===== config.mk =====
export PLATFORM = sky130hd
export DESIGN_NAME = vga_plot_arbiter
export DESIGN_NICKNAME = d
export VERILOG_FILES = /design/src/rtl/vga_plot_arbiter.sv
export SDC_FILE = /design/constraint.sdc
export NUM_CORES = 1
export LEC_CHECK = 0
export CAP_MARGIN = 20
export CORE_ASPECT_RATIO = 1.75
export CORE_MARGIN = 2
export CORE_UTILIZATION = 46
export CTS_CLUSTER_DIAMETER = 100
export DETAILED_ROUTE_END_ITERATION = 10
export PLACE_DENSITY = 0.91
export RECOVER_POWER = 25
export SYNTH_ARGS = -nofsm -noshare
export SYNTH_HDL_FRONTEND = slang
export SYNTH_SLANG_ARGS = --single-unit

===== constraint.sdc =====
create_clock -name clk -period 4.2 [get_ports clk]
set_clock_uncertainty 0.15 [all_clocks]
set_input_delay 0.42 -clock clk [delete_from_list [all_inputs] [get_ports clk]]
set_output_delay 0.42 -clock clk [all_outputs]
set_load 0.05 [all_outputs]

===== src/rtl/vga_plot_arbiter.sv =====
// rtl/vga_plot_arbiter.sv - round-robin arbiter sharing the VGA adapter pixel port between drawing engines
module vga_plot_arbiter #(
  parameter int NREQ    = 3,
  parameter int TIMEOUT = 65535
) (
  input  logic              clk,
  input  logic              rst,
  input  logic [NREQ-1:0]   req,
  output logic [NREQ-1:0]   ack,
  output logic [NREQ-1:0]   err,
  output logic [NREQ-1:0]   eng_start,
  input  logic [NREQ-1:0]   eng_done,
  input  logic [8*NREQ-1:0] eng_x,
  input  logic [7*NREQ-1:0] eng_y,
  input  logic [3*NREQ-1:0] eng_colour,
  input  logic [NREQ-1:0]   eng_plot,
  output logic [7:0]        vga_x,
  output logic [6:0]        vga_y,
  output logic [2:0]        vga_colour,
  output logic              vga_plot,
  output logic              busy,
  output logic [2:0]        grant_id
);

  localparam int CW = (TIMEOUT == 0) ? 1 : $clog2(TIMEOUT + 1);
  // Counter value seen in the last allowed RUN cycle; unused when the timeout is disabled
  localparam logic [CW-1:0] CNT_LAST = (TIMEOUT == 0) ? '0 : CW'(TIMEOUT - 1);

  typedef enum logic [1:0] {S_IDLE, S_RUN, S_RELEASE} state_t;

  state_t            state_q, state_d;
  logic [2:0]        grant_id_q, grant_id_d;
  logic [2:0]        ptr_q, ptr_d;
  logic [CW-1:0]     cnt_q, cnt_d;
  logic [NREQ-1:0]   eng_start_q, eng_start_d;
  logic [NREQ-1:0]   ack_q, ack_d;
  logic [NREQ-1:0]   err_q, err_d;
  logic [7:0]        vga_x_q, vga_x_d;
  logic [6:0]        vga_y_q, vga_y_d;
  logic [2:0]        vga_colour_q, vga_colour_d;
  logic              vga_plot_q, vga_plot_d;

  logic [NREQ-1:0]   gnt_oh;
  logic [7:0]        sel_x;
  logic [6:0]        sel_y;
  logic [2:0]        sel_colour;
  logic              sel_plot;
  logic              sel_done;
  logic              win_found;
  logic [2:0]        win_id;
  logic [NREQ-1:0]   win_oh;

  // Pick out the granted engine's signals; everything from other engines is dropped here
  always_comb begin
    gnt_oh     = '0;
    sel_x      = '0;
    sel_y      = '0;
    sel_colour = '0;
    sel_plot   = 1'b0;
    sel_done   = 1'b0;
    for (int i = 0; i < NREQ; i++) begin
      if (grant_id_q == 3'(i)) begin
        gnt_oh[i]  = 1'b1;
        sel_x      = eng_x[8*i +: 8];
        sel_y      = eng_y[7*i +: 7];
        sel_colour = eng_colour[3*i +: 3];
        sel_plot   = eng_plot[i];
        sel_done   = eng_done[i];
      end
    end
  end

  // Round-robin search: first requester after the last winner, wrapping around
  always_comb begin
    win_found = 1'b0;
    win_id    = '0;
    win_oh    = '0;
    for (int k = 1; k <= NREQ; k++) begin
      for (int i = 0; i < NREQ; i++) begin
        if (!win_found && req[i] && (i == (int'(ptr_q) + k) % NREQ)) begin
          win_found = 1'b1;
          win_id    = 3'(i);
          win_oh[i] = 1'b1;
        end
      end
    end
  end

  // Job sequencing and pixel mux next-state
  always_comb begin
    state_d      = state_q;
    grant_id_d   = grant_id_q;
    ptr_d        = ptr_q;
    cnt_d        = cnt_q;
    eng_start_d  = eng_start_q;
    ack_d        = '0;
    err_d        = '0;
    vga_x_d      = sel_x;
    vga_y_d      = sel_y;
    vga_colour_d = sel_colour;
    vga_plot_d   = (state_q == S_RUN) && sel_plot;
    case (state_q)
      S_IDLE: begin
        if (win_found) begin
          state_d     = S_RUN;
          grant_id_d  = win_id;
          ptr_d       = win_id;
          cnt_d       = '0;
          eng_start_d = win_oh;
        end
      end
      S_RUN: begin
        eng_start_d = gnt_oh;
        if (!(&cnt_q)) cnt_d = cnt_q + 1'b1;
        // A done arriving in the same cycle as the timeout is a normal completion
        if (sel_done) begin
          state_d     = S_RELEASE;
          eng_start_d = '0;
          ack_d       = gnt_oh;
        end else if ((TIMEOUT != 0) && (cnt_q == CNT_LAST)) begin
          state_d     = S_RELEASE;
          eng_start_d = '0;
          ack_d       = gnt_oh;
          err_d       = gnt_oh;
        end
      end
      S_RELEASE: begin
        if (!sel_done) state_d = S_IDLE;
      end
      default: begin
        state_d     = S_IDLE;
        eng_start_d = '0;
      end
    endcase
  end

  // State and registered outputs
  always_ff @(posedge clk) begin
    if (rst) begin
      state_q      <= S_IDLE;
      grant_id_q   <= 3'(NREQ - 1);
      ptr_q        <= 3'(NREQ - 1);
      cnt_q        <= '0;
      eng_start_q  <= '0;
      ack_q        <= '0;
      err_q        <= '0;
      vga_x_q      <= '0;
      vga_y_q      <= '0;
      vga_colour_q <= '0;
      vga_plot_q   <= 1'b0;
    end else begin
      state_q      <= state_d;
      grant_id_q   <= grant_id_d;
      ptr_q        <= ptr_d;
      cnt_q        <= cnt_d;
      eng_start_q  <= eng_start_d;
      ack_q        <= ack_d;
      err_q        <= err_d;
      vga_x_q      <= vga_x_d;
      vga_y_q      <= vga_y_d;
      vga_colour_q <= vga_colour_d;
      vga_plot_q   <= vga_plot_d;
    end
  end

  assign ack        = ack_q;
  assign err        = err_q;
  assign eng_start  = eng_start_q;
  assign vga_x      = vga_x_q;
  assign vga_y      = vga_y_q;
  assign vga_colour = vga_colour_q;
  assign vga_plot   = vga_plot_q;
  assign busy       = (state_q != S_IDLE);
  assign grant_id   = grant_id_q;

endmodule


== Word-level counts from Yosys, hierarchy flattened ==
Cells that the tools add are included.
Cells by class
  $add $sub $neg: 4
  div/mod/pow operators: 3
  equal/unequal tests: 15
  mux-type cells: 57
  bitwise operators: 2
  reduce and logical (&&, ||, !) cells: 40
Operators by type and width (count)
  $eq 2x32->1 const A: 3
  $eq 3x32->1 const A: 3
  $logic_not 32->1: 3
  $mod 32x3->32 const B: 3
  $mux 3: 15
  $mux 16: 2
  $pmux 16 s2: 1
  $mux 1: 27
  $mux 8: 3
  $mux 7: 3
  $logic_and 1x1->1: 18
  $add 16x1->16 const B: 1
  $eq 16x16->1 const B: 1
  $reduce_and 16->1: 1
  $pmux 3 s3: 1
  $add 3x2->4 const B: 2
  $logic_not 1->1: 8
  $mux 2: 4
  $ne 2x2->1 const B: 3
  $pmux 2 s3: 1
  $reduce_and 3->1: 2
  $add 3x1->4 const B: 1
  $reduce_and 2->1: 2
  $reduce_bool 2->1: 2
  10 further kinds: 11
Storage, ports and cells
  bits in registers: 49
  input port bits: 65
  output and inout port bits: 32
  logic and storage cells: 131

== Logic depth before layout (Yosys ltp) ==
Gate-level depths: netlist of run 1.
  depth in word-level cells: 39
  gate-level depth with buffers: 10
  depth with buffers taken out: 7

== Worst setup path after synthesis of run 1 ==
No wires, ideal clock.
  path type: register to register
  start: register ptr_q[0]
  end: register eng_start_q[0] (netlist: eng_start[0])
  setup time: 0.086 ns
  arrival: 2.198 ns
  required time: 3.964 ns
  slack: 1.766 ns
  stages on the path, launching flop included: 7
  path buffers: 0
  period minus slack after synthesis: 2.434 ns
  path through: dfxtp_1 > inv_1 > ha_1 > nor3b_1 > nor3_1 > a21o_1 > a211oi_1
Between the ends
  longest elaborated chain between the ends: 39
  elaborated cells between the ends (all ways): 64
  those cells by class: add/sub: 3; div: 3; eq/ne: 9; mux: 19; reduce/logical: 30
RTL lines
  start, declared: line 33  | logic [2:0] ptr_q, ptr_d;
  start signal, assigned: line 142  | ptr_q <= 3'(NREQ - 1);
  start signal, assigned: line 154  | ptr_q <= ptr_d;
  $add 3x1->4: line 80  | if (!win_found && req[i] && (i == (int'(ptr_q) + k) % NREQ)) begin
  $mod 32x3->32: line 80
  $logic_not 32->1: line 80
  $logic_and 1x1->1: line 80
  $mux 1: line 80
  $logic_not 1->1: line 80
  $logic_and 1x1->1 (2 in a row): line 80
  $mux 1: line 80
  [20 not listed]
  $logic_not 1->1: line 80
  $logic_and 1x1->1 (2 in a row): line 80
  $mux 1: line 80
  $logic_not 1->1: line 80
  $logic_and 1x1->1 (2 in a row): line 80
  $mux 1: line 80
  $ne 2x2->1 (no line)
  $reduce_and 2->1 (no line)
  end signal, assigned: line 156  | eng_start_q <= eng_start_d;
  end, declared: line 35  | logic [NREQ-1:0] eng_start_q, eng_start_d;
Parallel ways exist; a longest one is shown, timed or not. The select of a mux whose other input is x is not followed.
A chain may end at the register's enable or synchronous reset.

== Worst setup path after layout of run 1 ==
  start: register ptr_q[1]
  end: register eng_start_q[0] (netlist: eng_start[0])
Same word-level chain as after synthesis.

==> flow_metrics.env, run 1 <==
export IMPL_busiest_layer="met2"
export IMPL_start_kind="flop"
export IMPL_synth_seq_cells=48
export IMPL_fp_dieH_um=98.8
export IMPL_stdcell_count=441
export IMPL_final_nets=458
export IMPL_antenna_found_initial=0
export IMPL_routedWlPerCell_um=15.3
export IMPL_drive_gt1_frac=0.0465
export IMPL_synth_most_common_cell="nor2_1"
export IMPL_first_pass_iters=5
export IMPL_synth_enable_flop_cells=0
export IMPL_yosys_top_cells_area="dfxtp_1 41%, nor2_1 9.7%, a22oi_1 6.4%"
export IMPL_gr_total_overflow=0
export IMPL_drc=0
export IMPL_routed_wl_um=6760
export IMPL_cts_sinks=48
export IMPL_crit_path_max_incr_delay_ps=710
export IMPL_synth_commonest_cells="61 x nor2_1, 48 x dfxtp_1, 25 x a21oi_1"
export IMPL_synth_top_area_cell="dfxtp_1"
export IMPL_drt_initial_drc_count=68
export IMPL_p_per_area_nw_per_um2=598
export IMPL_globalRouteMet1Util=0.218
export IMPL_cp_slowest_cell="ha_1"
export IMPL_clock_fmax_ghz=0.374
export IMPL_outcome="complete, no violations"
export IMPL_worstMarginPinSlew_ps=1000
export IMPL_avgSynthCellArea_sq_um=7.93
export IMPL_grt_pass1_vias=2380
export IMPL_async_flop_share=0
export IMPL_core_area_sq_um=4980
export IMPL_grt_max_degree=44
export IMPL_use_met3=0.0564
export IMPL_synth_top_area_share=0.407
export IMPL_start_util=0.475
export IMPL_tritoncts="done"
export IMPL_insertion_delay_ps=320
export IMPL_syn_num_nets=370
export IMPL_cts_root_buffer="clkbuf_8"
export IMPL_cts_htree_levels=2
export IMPL_postCtsResizedCells=0
export IMPL_max_cap_violations=0
export IMPL_fin_hold_ws_ps=335
export IMPL_yosysUniqueCellTypes=45
export IMPL_vias_per_cell=5.65
export IMPL_power_total_mw=2.07
export IMPL_dpl_cell_area_sq_um=3330
export IMPL_finalHoldViolations=0
export IMPL_finalSetupTns_ps=0
export IMPL_grt_pass1_wl_um=10500
export IMPL_ir_drop_mv=0.639
export IMPL_diodes=0
export IMPL_dpl_cell_count=433
export IMPL_fp_dieArea_sq_um=5750
export IMPL_stdcell_area_sq_um=3450
export IMPL_ys_warn_count=0
export IMPL_leakagePower_nw=1.31
export IMPL_path_cells="inv_1 > ha_1 > nand3b_1 > a21oi_1 > nor3_1 > nand2_1 > a211oi_1"
export IMPL_cts_buffers=5
export IMPL_gp_congestion=0.810
export IMPL_rows=34
export IMPL_clk_pin_slew_ps=100
export IMPL_end_kind="flop"
export IMPL_ant_nets=0
export IMPL_maxSlewViolCount=0
export IMPL_fp_dieW_um=58.2
export IMPL_crit_required_ps=4260
export IMPL_area_delta_synth_final_pct=46.1
export IMPL_hold_buffers=0
export IMPL_vias=2490
export IMPL_gr_usage_met2=0.462
export IMPL_synthCells=298
export IMPL_crit_type="flop to flop"
export IMPL_arrival_ps=2730
export IMPL_cts_buffer_depth=2
export IMPL_critPathBufInv=1
export IMPL_hpwlAfterDp_um=5240
export IMPL_syn_area_sq_um=2360
export IMPL_setup_viol=0
export IMPL_crit_family="simple AND/OR/NAND/NOR gates"
export IMPL_synth_top_flop_cell="dfxtp_1"
export IMPL_rsz0062_at_grt="false"
export IMPL_path_max_fanout=25
export IMPL_post_cts_setup_buffer_count=0
export IMPL_grtUsageTotal=0.236
export IMPL_hold_class="flop to flop"
export IMPL_io_pins=97
export IMPL_yosysSeqAreaShare=0.407
export IMPL_port_buffers=95
export IMPL_post_route_period_util=0.637
export IMPL_fin_crit_ps=2680
export IMPL_slew_headroom=0.331
cell families (layout without fill, tap and decap cells):
group	count (synthesis)	after routing	synth area share
flip-flops	48	48	0.407
AO/OA/AOI/OAI	75	75	0.207
AND/OR/NAND/NOR	136	136	0.279
buffers and inverters	23	112	0.0387
adder cells (fa/ha/maj)	7	7	0.0371
other	1	1	0.00159
XOR/XNOR	8	8	0.0297
cells in the final DEF, fill, tap and decap left out, drive strengths merged, types with 2 or more instances in the layout:
cell	synthesis	final
nand2	20	20
xnor2	6	6
a31oi	6	6
dlygate4sd3	0	19
o21ai	13	13
a211oi	2	2
a22oi	20	20
nor3b	2	2
a21oi	26	26
nand4	9	9
nor2b	6	6
clkdlybuf4s50	0	76
clkbuf	14	6
and3	2	2
nand2b	3	3
nor4	3	3
nor2	61	61
ha	7	7
nor3	13	13
nand3b	2	2
xor2	2	2
buf	2	2
dfxtp	48	48
inv	7	7
nand3	7	7
and2	3	3
registers in the layout (all words and copies together) (netlist names):
register / flops
vga_y: 7
cnt_q: 16
vga_x: 8
ptr_q: 2
vga_plot: 1
eng_start: 3
err: 3
state_q: 2
ack: 3
vga_colour: 3
worst reg2reg max path: cells and delay by family (launching register included):
family                   cells  cell delay, ps
AO/OA/AOI/OAI                2             370
adder cells (fa/ha/maj)      1             710
buffers and inverters        1             130
flip-flops                   1             390
AND/OR/NAND/NOR              3             830
layout make-up:
| class | count | area, sq um |
|---|---|---|
| Fill cell | 358 | 1530 |
| Multi-Input combinational cell | 227 | 1310 |
| Timing Repair Buffer | 97 | 966 |
| Sequential cell | 48 | 961 |
| Clock buffer | 6 | 82.6 |
| Tap cell | 54 | 67.6 |
| Clock inverter | 2 | 38.8 |
| Inverter | 7 | 26.3 |
through the flow:
| step | utilization | worst slack (ps) |
|---|---|---|
| 2_1_floorplan | - | 1770 |
| 3_3_place_gp | 0.669 | 1550 |
| 4_1_cts | 0.694 | 1530 |
| 5_1_grt | 0.694 | 1340 |
| 3_5_place_dp | 0.669 | 1520 |
| 6_report | 0.694 | 1520 |
report_power, final:
group	internal, mW	switching [mW]
logic	0.384	0.742
clock network	0.195	0.163
registers	0.535	0.0472
worst paths after layout:
kind | from | end | slack (ps) | cells past startpoint
worst max-delay path | ptr_q[1] | eng_start[0] | 1520 | 7
worst min-delay path | cnt_q[12] | cnt_q[12] | 330 | 1
worst max register to register | ptr_q[1] | eng_start[0] | 1520 | 7
worst min register to register | cnt_q[12] | cnt_q[12] | 330 | 1
routing by layer:
| layer | vias up | part of all wire | wire length (um) |
|---|---|---|---|
| met2 | 93 | 0.58 | 3920 |
| met5 | - | 0 | 0 |
| met4 | 0 | 0.028 | 189 |
| met3 | 19 | 0.055 | 372 |
| met1 | 1155 | 0.34 | 2280 |
| li1 | 1223 | - | - |
Power figures use the tool's default switching activity.
==> run 2: changes to the inputs <==
--- a/config.mk
+++ b/config.mk
@@ -8,10 +8,10 @@
 export CAP_MARGIN = 20
 export CORE_ASPECT_RATIO = 1.75
 export CORE_MARGIN = 2
-export CORE_UTILIZATION = 46
+export CORE_UTILIZATION = 39
 export CTS_CLUSTER_DIAMETER = 100
 export DETAILED_ROUTE_END_ITERATION = 10
-export PLACE_DENSITY = 0.91
+export PLACE_DENSITY = 0.83
 export RECOVER_POWER = 25
 export SYNTH_ARGS = -nofsm -noshare
 export SYNTH_HDL_FRONTEND = slang
==> constraint.sdc (replaced) <==
create_clock -name clk -period 2.2 [get_ports clk]
set_clock_uncertainty 0.15 [all_clocks]
set_input_delay 0.22 -clock clk [delete_from_list [all_inputs] [get_ports clk]]
set_output_delay 0.22 -clock clk [all_outputs]
set_load 0.05 [all_outputs]
==> flow_metrics.env, run 2 (synthesis results as in run 1) <==
export IMPL_outcome="complete, no violations"
export IMPL_r2r_start="ptr_q[1]"
export IMPL_grtUsageTotal=0.210
export IMPL_start_kind="flop"
export IMPL_cts_htree_levels=2
export IMPL_gp_congestion=0.851
export IMPL_p_per_area_nw_per_um2=1120
export IMPL_cts_buffer_depth=2
export IMPL_cts_sinks=48
export IMPL_rows=37
export IMPL_hpwlAfterDp_um=5430
export IMPL_max_cap_violations=0
export IMPL_fin_crit_ps=2060
export IMPL_first_pass_iters=4
export IMPL_antenna_found_initial=0
export IMPL_seq_area_sq_um=963
export IMPL_path_max_fanout=7
export IMPL_routed_wl_um=6970
export IMPL_io_pins=97
export IMPL_multiInputGateArea_sq_um=1330
export IMPL_final_common_cell="clkdlybuf4s50_1"
export IMPL_drc=0
export IMPL_gr_total_overflow=0
export IMPL_grt_max_degree=35
export IMPL_n_fill_cell=533
export IMPL_slew_headroom=0.501
export IMPL_leakagePower_nw=1.36
export IMPL_arrival_ps=2160
export IMPL_clock_fmax_ghz=0.485
export IMPL_vias=2527
export IMPL_cts_buffers=5
export IMPL_top_register="cnt_q"
export IMPL_core_area_sq_um=5880
export IMPL_post_cts_setup_buffer_count=0
export IMPL_final_nets=468
export IMPL_drive_gt1_frac=0.0831
export IMPL_maxSlewViolCount=0
export IMPL_diodes=0
export IMPL_crit_required_ps=2300
export IMPL_clk_pin_slew_ps=90
export IMPL_layout_common_cells="77 x clkdlybuf4s50_1, 61 x nor2_1, 46 x dfxtp_1"
export IMPL_vias_per_cell=5.32
export IMPL_grt_pass1_wl_um=11000
export IMPL_drt_initial_drc_count=106
export IMPL_reg2regPathDepth=7
export IMPL_largest_reg_flops=16
export IMPL_hold_class="flop to flop"
export IMPL_insertion_delay_ps=310
export IMPL_post_route_period_util=0.936
export IMPL_end_kind="flop"
export IMPL_dpl_cell_count=467
export IMPL_crit_start="ptr_q[1]"
export IMPL_port_buffers=95
export IMPL_start_util=0.402
export IMPL_ant_nets=0
export IMPL_fp_dieH_um=107
export IMPL_whs_path_depth=1
export IMPL_ir_drop_mv=0.738
export IMPL_finalHoldViolations=0
export IMPL_worstMarginPinSlew_ps=743
export IMPL_pre_cts_ws_ps=25.4
export IMPL_rsz0062_at_grt="false"
export IMPL_tritoncts="done"
export IMPL_fp_dieArea_sq_um=6720
export IMPL_routedWlPerCell_um=14.7
export IMPL_crit_type="flop to flop"
export IMPL_min_from="cnt_q[11]"
export IMPL_setup_viol=0
export IMPL_layout_setup_ws_ps=140
export IMPL_area_delta_synth_final_pct=51.2
export IMPL_hold_buffers=0
export IMPL_fp_dieW_um=62.8
export IMPL_cts_root_buffer="clkbuf_8"
export IMPL_grt_pass1_vias=2486
export IMPL_fin_hold_ws_ps=337
export IMPL_finalSetupTns_ps=0
export IMPL_stdcell_count=475
run 2: changes by cell type in the layout (fill, tap and decap cells not counted), sizes merged:
cell           previous run  this run
clkinv                    1         0
clkdlybuf4s50            76        77
clkbuf                    6         9
buf                       2        11
dlygate4sd3              19        17
run 2: area by class of cell:
class,count,area share
multi-input combinational,227,0.371
timing repair buffer,107,0.289
clock inverter,1,0.00841
sequential,48,0.270
inverter,7,0.00736
tap,78,0.0273
clock buffer,7,0.0270
run 2: repair_timing:
item,CTS,global route
endpoints found under the hold margin,0,0
setup endpoints to repair,0,2
resized for setup,0,2
run 2: worst max-delay path: stages (launching register included):
cell and delay, ps:
dfxtp_2 380, inv_1 90, ha_1 400, nor3b_2 410, o31ai_4 150, a21oi_4 230
nand2_1 90, o21ai_1 80
run 2: final timing paths:
check	end	slack, ps
max reg2reg	cnt_q[10]	140
max	cnt_q[10]	140
min reg2reg	cnt_q[11]	340
min	cnt_q[11]	340
run 2: per-stage QoR:
step	total power, mW	util	instance area, sq um
after floorplan	2.65	-	2370
after CTS	4.04	0.607	3570
after detailed placement	3.33	0.585	3440
final	4.00	0.607	3570
after global placement	3.29	0.585	3440
after global routing	4.23	0.607	3570
run 2: power breakdown:
group | total (mW) | internal, mW | switching, mW
Combinational | 2.19 | 0.763 | 1.43
Clock | 0.708 | 0.401 | 0.306
Sequential | 1.10 | 1.02 | 0.0776
run 2: per-layer routing:
layer / wire length (um) / global-route usage / up-vias
met4: 251 / 0.111 / 0
met3: 255 / 0.0346 / 19
met1: 2540 / 0.200 / 1187
li1: - / - / 1241
met5: 0 / 0 / -
met2: 3920 / 0.416 / 80
==> run 3: changes to the inputs <==
--- a/config.mk
+++ b/config.mk
@@ -6,13 +6,16 @@
 export NUM_CORES = 1
 export LEC_CHECK = 0
 export CAP_MARGIN = 20
+export CELL_PAD_IN_SITES_DETAIL_PLACEMENT = 0
+export CELL_PAD_IN_SITES_GLOBAL_PLACEMENT = 1
 export CORE_ASPECT_RATIO = 1.75
 export CORE_MARGIN = 2
-export CORE_UTILIZATION = 39
+export CORE_UTILIZATION = 27
 export CTS_CLUSTER_DIAMETER = 100
 export DETAILED_ROUTE_END_ITERATION = 10
-export PLACE_DENSITY = 0.83
+export PLACE_DENSITY = 0.82
 export RECOVER_POWER = 25
+export SKIP_LAST_GASP = 1
 export SYNTH_ARGS = -nofsm -noshare
 export SYNTH_HDL_FRONTEND = slang
 export SYNTH_SLANG_ARGS = --single-unit
==> flow_metrics.env, run 3 (synthesis results as in run 1) <==
export IMPL_layout_common_cells="77 x clkdlybuf4s50_1, 61 x nor2_1, 46 x dfxtp_1"
export IMPL_pre_cts_ws_ps=26.8
export IMPL_io_pins=97
export IMPL_final_nets=471
export IMPL_worstMarginPinSlew_ps=688
export IMPL_slew_headroom=0.538
export IMPL_p_per_area_nw_per_um2=1120
export IMPL_rsz0062_at_grt="false"
export IMPL_layout_setup_ws_ps=194
export IMPL_clk_pin_slew_ps=60
export IMPL_port_buffers=95
export IMPL_routed_wl_um=6890
export IMPL_finalSetupTns_ps=0
export IMPL_drt_initial_drc_count=77
export IMPL_grt_pass1_wl_um=11400
export IMPL_vias=2459
export IMPL_clock_fmax_ghz=0.498
export IMPL_start_kind="flop"
export IMPL_leakagePower_nw=1.38
export IMPL_cts_buffers=5
export IMPL_post_route_period_util=0.912
export IMPL_fin_crit_ps=2010
export IMPL_area_delta_synth_final_pct=55.0
export IMPL_fin_hold_ws_ps=328
export IMPL_power_total_mw=4.11
export IMPL_start_util=0.274
export IMPL_hold_class="flop to flop"
export IMPL_drive_gt1_frac=0.0850
export IMPL_insertion_delay_ps=290
export IMPL_gr_total_overflow=0
export IMPL_vias_per_cell=4.76
export IMPL_final_common_cell="clkdlybuf4s50_1"
export IMPL_hpwlAfterDp_um=5520
export IMPL_cts_htree_levels=2
export IMPL_grt_max_degree=33
export IMPL_top_register="cnt_q"
export IMPL_outcome="complete, no violations"
export IMPL_ir_drop_mv=0.560
export IMPL_antenna_found_initial=0
export IMPL_path_max_fanout=7
export IMPL_fp_dieH_um=128
export IMPL_cts_root_buffer="clkbuf_16"
export IMPL_rows=45
export IMPL_tritoncts="done"
export IMPL_crit_type="flop to flop"
export IMPL_largest_reg_flops=16
export IMPL_core_area_sq_um=8610
export IMPL_max_cap_violations=0
export IMPL_arrival_ps=2060
export IMPL_finalHoldViolations=0
export IMPL_fp_dieW_um=74.7
export IMPL_dpl_cell_area_sq_um=3510
export IMPL_crit_required_ps=2250
export IMPL_gp_congestion=0.847
export IMPL_post_cts_setup_buffer_count=0
export IMPL_end_kind="flop"
export IMPL_diodes=0
export IMPL_drc=0
export IMPL_setup_viol=0
export IMPL_cts_sinks=48
export IMPL_ant_nets=0
export IMPL_fp_dieArea_sq_um=9540
export IMPL_grtUsageTotal=0.153
export IMPL_routedWlPerCell_um=13.3
export IMPL_cts_buffer_depth=2
export IMPL_stdcell_area_sq_um=3660
export IMPL_maxSlewViolCount=0
export IMPL_first_pass_iters=4
export IMPL_grt_pass1_vias=2434
[run 3: area by class of cell]
cell class                 count  area, sq um
tap                          117          146
fill                         881         4950
sequential                    48          963
inverter                       7         26.3
clock buffer                   6          139
clock inverter                 2         10.0
multi-input combinational    227         1320
timing repair buffer         110         1060
[run 3: final timing paths]
kind / cells past startpoint / endpoint / slack [ps] / from
min: 1 / cnt_q[12] / 330 / cnt_q[12]
max reg2reg: 7 / eng_start[0] / 190 / ptr_q[0]
max: 7 / eng_start[0] / 190 / ptr_q[0]
min reg2reg: 1 / cnt_q[12] / 330 / cnt_q[12]
[run 3: report_power, final]
part | internal (mW) | switching [mW]
Combinational | 0.810 | 1.42
Clock | 0.448 | 0.323
Sequential | 1.03 | 0.0869
Total | 2.28 | 1.83
[run 3: repair_timing]
| action | CTS | global route |
|---|---|---|
| resized for setup | 0 | 2 |
| hold buffers | 0 | 0 |
| setup endpoints to repair | 0 | 3 |
[run 3: per-stage QoR]
stage / cells / util
2_1_floorplan: 298 / -
3_3_place_gp: 509 / 0.408
3_5_place_dp: 509 / 0.408
4_1_cts: 517 / 0.425
5_1_grt: 517 / 0.425
6_report: 517 / 0.425
[run 3: critical path, stage by stage (launching register included)]
cell,delay (ps)
dfxtp_2,380
inv_1,90
ha_1,390
nor3b_4,320
nor3_1,80
buf_4,180
a21o_1,160
a211oi_1,170
[run 3: per-layer routing]
metal / GRT usage / share of wire
met1: 0.159 / 0.35
met2: 0.283 / 0.57
met3: 0.0346 / 0.053
met4: 0.0599 / 0.027
met5: 0 / 0
